==> config.mk <==
export PLATFORM = sky130hd
export DESIGN_NAME = serial_adder_ctrl
export DESIGN_NICKNAME = d
export VERILOG_FILES = /design/src/rtl/serial_adder_pkg.sv /design/src/rtl/serial_fa_cell.sv /design/src/rtl/serial_adder_ctrl.sv
export SDC_FILE = /design/constraint.sdc
export NUM_CORES = 1
export LEC_CHECK = 0
export CAP_MARGIN = 20
export CORE_MARGIN = 4
export CORE_UTILIZATION = 50
export DETAILED_ROUTE_END_ITERATION = 6
export GPL_ROUTABILITY_DRIVEN = 1
export MAX_ROUTING_LAYER = met4
export PLACE_DENSITY = 0.84
export SLEW_MARGIN = 20
export SYNTH_ARGS = -nofsm -noshare
export SYNTH_HDL_FRONTEND = slang
export SYNTH_SLANG_ARGS = --single-unit
==> constraint.sdc <==
create_clock -name clk -period 2.9 [get_ports clk]
set_input_delay 0.58 -clock clk [delete_from_list [all_inputs] [get_ports clk]]
set_output_delay 0.58 -clock clk [all_outputs]
set_load 0.05 [all_outputs]
==> src/rtl/serial_adder_pkg.sv <==
// Shared types and helpers for the bit-serial adder sequencer.
package serial_adder_pkg;

    typedef enum logic [1:0] {
        IDLE = 2'd0,
        ADD  = 2'd1,
        DONE = 2'd2
    } state_t;

    localparam int DEF_WIDTH = 8;

    function automatic int cnt_w(input int w);
        return $clog2(w + 1);
    endfunction

endpackage

==> src/rtl/serial_fa_cell.sv <==
// Combinational 1-bit full adder shared across all bit positions.
module serial_fa_cell (
    input  logic a,
    input  logic b,
    input  logic cin,
    output logic s,
    output logic cout
);

    assign s    = a ^ b ^ cin;
    assign cout = (a & b) | (a & cin) | (b & cin);

endmodule

==> src/rtl/serial_adder_ctrl.sv <==
// Bit-serial adder sequencer: one full-adder cell, LSB first, WIDTH+1 cycles.
// Define SERIAL_ADDER_OVF_EN to add the two's-complement Ovf output.
module serial_adder_ctrl
    import serial_adder_pkg::*;
#(
    parameter int WIDTH = DEF_WIDTH
) (
    input  logic             clk,
    input  logic             rst,
    input  logic             start,
    input  logic [WIDTH-1:0] A,
    input  logic [WIDTH-1:0] B,
    input  logic             Cin,
    output logic             busy,
    output logic             done,
    output logic [WIDTH-1:0] Sum,
    output logic             Cout
`ifdef SERIAL_ADDER_OVF_EN
    ,
    output logic             Ovf
`endif
);

    localparam int CNT_W = cnt_w(WIDTH);
    localparam logic [CNT_W-1:0] LAST = CNT_W'(WIDTH - 1);

    state_t           state_q, state_d;
    logic [WIDTH-1:0] opa_q, opa_d;
    logic [WIDTH-1:0] opb_q, opb_d;
    logic [WIDTH-1:0] res_q, res_d;
    logic [WIDTH-1:0] sum_q, sum_d;
    logic [CNT_W-1:0] cnt_q, cnt_d;
    logic             carry_q, carry_d;
    logic             cout_q, cout_d;
    logic             busy_q, busy_d;
    logic             done_q, done_d;
    logic             fa_s, fa_cout;
`ifdef SERIAL_ADDER_OVF_EN
    logic             ovf_q, ovf_d;
`endif

    serial_fa_cell u_fa (
        .a    (opa_q[0]),
        .b    (opb_q[0]),
        .cin  (carry_q),
        .s    (fa_s),
        .cout (fa_cout)
    );

    always_comb begin
        state_d = state_q;
        opa_d   = opa_q;
        opb_d   = opb_q;
        res_d   = res_q;
        sum_d   = sum_q;
        cnt_d   = cnt_q;
        carry_d = carry_q;
        cout_d  = cout_q;
`ifdef SERIAL_ADDER_OVF_EN
        ovf_d   = ovf_q;
`endif
        unique case (state_q)
            IDLE, DONE: begin
                if (start) begin
                    opa_d   = A;
                    opb_d   = B;
                    carry_d = Cin;
                    cnt_d   = '0;
                    state_d = ADD;
                end else begin
                    state_d = IDLE;
                end
            end
            ADD: begin
                opa_d   = opa_q >> 1;
                opb_d   = opb_q >> 1;
                // New bit enters at the MSB; also valid for WIDTH=1.
                res_d   = WIDTH'({fa_s, res_q} >> 1);
                carry_d = fa_cout;
                cnt_d   = cnt_q + CNT_W'(1);
                if (cnt_q == LAST) begin
                    sum_d   = res_d;
                    cout_d  = fa_cout;
`ifdef SERIAL_ADDER_OVF_EN
                    ovf_d   = carry_q ^ fa_cout;
`endif
                    state_d = DONE;
                end
            end
            default: state_d = IDLE;
        endcase
        busy_d = (state_d == ADD);
        done_d = (state_d == DONE);
    end

    always_ff @(posedge clk or posedge rst) begin
        if (rst) begin
            state_q <= IDLE;
            opa_q   <= '0;
            opb_q   <= '0;
            res_q   <= '0;
            sum_q   <= '0;
            cnt_q   <= '0;
            carry_q <= 1'b0;
            cout_q  <= 1'b0;
            busy_q  <= 1'b0;
            done_q  <= 1'b0;
`ifdef SERIAL_ADDER_OVF_EN
            ovf_q   <= 1'b0;
`endif
        end else begin
            state_q <= state_d;
            opa_q   <= opa_d;
            opb_q   <= opb_d;
            res_q   <= res_d;
            sum_q   <= sum_d;
            cnt_q   <= cnt_d;
            carry_q <= carry_d;
            cout_q  <= cout_d;
            busy_q  <= busy_d;
            done_q  <= done_d;
`ifdef SERIAL_ADDER_OVF_EN
            ovf_q   <= ovf_d;
`endif
        end
    end

    assign busy = busy_q;
    assign done = done_q;
    assign Sum  = sum_q;
    assign Cout = cout_q;
`ifdef SERIAL_ADDER_OVF_EN
    assign Ovf  = ovf_q;
`endif

endmodule
==> metrics.json <==
{
  "status": {
    "run_status": "complete, no violations"
  },
  "cts": {
    "cts-root-buf": "sky130_fd_sc_hd__clkbuf_4",
    "cts_hold_repair.buffers": 0,
    "numCtsBuffers": 5,
    "post-cts-setup-buffers": 0,
    "clk_transition_reported_paths_ns": 0.11,
    "clk_latency_ns": 0.34,
    "cts.sink_count": 41,
    "cts-resized-gates": 0,
    "ctsHtreeMaxLevel": 2,
    "clock_tree.buffer_depth": 2,
    "tritoncts": "built"
  },
  "setup_path": {
    "worstSetupEndpointType": "output port",
    "critical_path.max_stage_delay_ns": 0.81,
    "crit_slowest_cell": "sky130_fd_sc_hd__clkdlybuf4s50_1",
    "timing.critical_path.fanout_max": 2,
    "worstPathBufferInverterCount": 1,
    "worst-r2r-setup-slack_ns": 1.01,
    "critical_path_class": "flop to output port",
    "reg2reg_to": "Sum[7]$_DFFE_PP0P_",
    "worst-r2r-cell-count": 4,
    "worst_ep_required_time_ns": 2.32,
    "critical-path-top-delay-family": "buffers and inverters",
    "crit_chain": "clkdlybuf4s50_1",
    "timing.rr.start": "state_q[1]$_DFF_PP0_",
    "timing.critical_path.from_type": "flop",
    "worst_ep_arrival_time_ns": 1.51
  },
  "drt": {
    "dr.max_layer_used": "met4",
    "route.final.wire_length_mm": 2.896,
    "post-route-drc-count": 0,
    "detail_route.iter0.violations": 51,
    "vias_per_inst": 5.345,
    "drt-met1-wl_mm": 1.256,
    "dr_wl_met2_mm": 1.450,
    "dr_wl_met3_um": 157,
    "final_antenna_net_count": 0,
    "wl_per_cell_um": 14.70,
    "drt_first_pass_iters": 4,
    "num_vias": 1053
  },
  "sta": {
    "timing.final.hold_violations": 0,
    "fmax_mhz": 477.5,
    "worst_pin_slew_ns": 0.6695,
    "final_setup_viols": 0,
    "timing.final.crit_share": 0.7221,
    "rsz0062_at_grt": "false",
    "slew-limit-headroom": 0.5532,
    "setup_tns_ns": 0,
    "layout_min_cycle_time_ns": 2.094,
    "finClkSkew_ns": 0.004889,
    "timing_max_transition_violations_final": 0
  },
  "hold_path": {
    "min_path_cells": 1,
    "min_from": "opb_q[2]$_DFFE_PP0P_",
    "worst_hold_path.endpoint": "opb_q[2]$_DFFE_PP0P_",
    "timing.hold.worst.class": "flop to flop"
  },
  "die": {
    "floorplan.initialDensity": 0.5368,
    "rows": 20,
    "die_y_um": 65.95,
    "i_o_pin_total": 31,
    "floorplan.die.width_um": 65.95,
    "core_sq_um": 3128,
    "die-area_sq_um": 4349
  },
  "global_routing": {
    "gr_overflow_total": 0,
    "grt_max_degree": 42,
    "first_global_vias": 1172,
    "gr_usage_total": 0.1619,
    "grt_pass1_wl_mm": 5.133,
    "initial_antenna_violation_count": 0
  },
  "logic_synthesis": {
    "ys_types": 22,
    "synth.yosys.seq_area_share": 0.6110,
    "postSynthNetCount": 140,
    "synth_top_cell_by_area": "sky130_fd_sc_hd__dfrtp_1",
    "yosys_warnings": 0,
    "post-synth-top-area-fraction": 0.6110,
    "syn_area_per_cell_sq_um": 14.23,
    "syn_inst": 118,
    "mappedNetlistArea_sq_um": 1679,
    "synth.area.top_cells": "sky130_fd_sc_hd__dfrtp_1, sky130_fd_sc_hd__a22o_1, sky130_fd_sc_hd__mux2_1",
    "synth_seq_cells": 41
  },
  "placed_design": {
    "placed_area_sq_um": 2013,
    "io_buffers": 30,
    "place.detailed.hpwl_mm": 2.038,
    "place.gp.congestion": 0.7837
  },
  "layout": {
    "most-common-layout-cells": "sky130_fd_sc_hd__dfrtp_1, sky130_fd_sc_hd__clkdlybuf4s50_1, sky130_fd_sc_hd__a22o_1, sky130_fd_sc_hd__a21o_1, sky130_fd_sc_hd__mux2_1",
    "drive_above_1_share": 0.1046,
    "antennaDiodeCount": 0,
    "fin_nets": 174,
    "stdcell_area_sq_um": 2083,
    "flow.area_growth_from_synthesis_pct": 24.07,
    "fill_cells": 254,
    "multi_input_gate_area_sq_um": 598.1,
    "layout.cells.most_common": "sky130_fd_sc_hd__dfrtp_1",
    "register_area_sq_um": 1026
  },
  "power_and_ir_drop": {
    "powerDensity_nw_per_um2": 1137,
    "power.static_leakage_uw": 0.001026,
    "peak_ir_drop_on_the_vdd_network_v": 0.0004738
  },
  "run": {
    "max_cap_viol_count": 0
  }
}
==> layer usage <==
| metal | global-route usage | up-vias |
|---|---|---|
| li1 | - | 496 |
| met1 | 0.1865 | 519 |
| met5 | - | - |
| met2 | 0.2616 | 33 |
| met4 | 0.08376 | 0 |
| met3 | 0.04082 | 5 |
==> power breakdown <==
group / leakage, uW / internal, uW / total [uW] / switching (uW)
sequential: 0.000511 / 832 / 983 / 151
combinational: 0.000474 / 498 / 1070 / 576
clock: 0.0000413 / 141 / 312 / 172
total: 0.00103 / 1470 / 2370 / 898
==> worst register-to-register path: cells and delay by family, from the launching register on <==
kind / cells / cell delay [ns]
mux: 1 / 0.34
simple gates: 2 / 0.83
flops: 1 / 0.37
buf+inv: 1 / 0.23
==> logic make-up (layout without fill, tap and decap cells) <==
kind of cell | count (synthesis) | after routing | synth area share
DFF | 41 | 41 | 0.6110
AOI/OAI and AO/OA | 35 | 35 | 0.1691
muxes | 18 | 18 | 0.1192
and+or+nand+nor | 13 | 13 | 0.04322
buffers and inverters | 8 | 43 | 0.03279
adders and majority gates | 2 | 2 | 0.01937
xor gates and xnor gates | 1 | 1 | 0.005217
==> synthesized netlist by cell type <==
library cell,n
sky130_fd_sc_hd__dfrtp_1,41
sky130_fd_sc_hd__a22o_1,19
sky130_fd_sc_hd__a21o_1,15
sky130_fd_sc_hd__mux2_1,13
sky130_fd_sc_hd__buf_4,4
sky130_fd_sc_hd__nand2_1,4
sky130_fd_sc_hd__mux2_2,3
sky130_fd_sc_hd__buf_2,2
sky130_fd_sc_hd__mux2i_1,2
sky130_fd_sc_hd__nor2b_1,2
sky130_fd_sc_hd__nor3b_1,2
sky130_fd_sc_hd__and2b_1,1
sky130_fd_sc_hd__buf_6,1
sky130_fd_sc_hd__fa_1,1
sky130_fd_sc_hd__ha_1,1
sky130_fd_sc_hd__inv_1,1
sky130_fd_sc_hd__nand2b_1,1
sky130_fd_sc_hd__nand4_1,1
sky130_fd_sc_hd__nor2_1,1
sky130_fd_sc_hd__nor2_2,1
sky130_fd_sc_hd__o21ai_1,1
sky130_fd_sc_hd__xnor2_1,1
==> sequential cells by signal (all words and copies together), names as in the netlist <==
signal / count
state_q: 2
cnt_q: 4
carry_q: 1
done: 1
opa_q: 8
opb_q: 8
Sum: 8
res_q: 7
Cout: 1
busy: 1
==> area by class of cell <==
type	count	area share
Clock inverter	1	0.002402
Clock buffer	7	0.03123
Tap cell	44	0.02643
Timing Repair Buffer	34	0.1586
Sequential cell	41	0.4925
Inverter	1	0.001802
Multi-Input combinational cell	69	0.2871
==> worst max path at each step <==
stage | to | depth (start not counted) | start | slack, ns
after detailed placement | opb_q[7]$_DFFE_PP0P_ | 5 | start | 0.71
after global placement | opa_q[7]$_DFFE_PP0P_ | 5 | start | 0.79
after global routing | Sum[7] | 1 | Sum[7]$_DFFE_PP0P_ | 0.72
after floorplan | Cout$_DFFE_PP0P_ | 1 | rst | 1.37
final | Sum[7] | 1 | Sum[7]$_DFFE_PP0P_ | 0.81
after CTS | Sum[7] | 1 | Sum[7]$_DFFE_PP0P_ | 0.77
==> stage by stage <==
step | hold slack [ns] | std cells | total power (uW) | setup WS [ns] | util
2_1_floorplan | 0.4496 | 118 | 1803 | 1.374 | -
3_3_place_gp | 0.4591 | 189 | 2025 | 0.7915 | 0.6436
3_5_place_dp | 0.4694 | 189 | 2087 | 0.7136 | 0.6436
6_report | 0.4894 | 197 | 2369 | 0.8058 | 0.6660
5_1_grt | 0.5066 | 197 | 2547 | 0.7163 | 0.6660
4_1_cts | 0.4956 | 197 | 2402 | 0.7691 | 0.6660
Power figures use the tool's default switching activity.
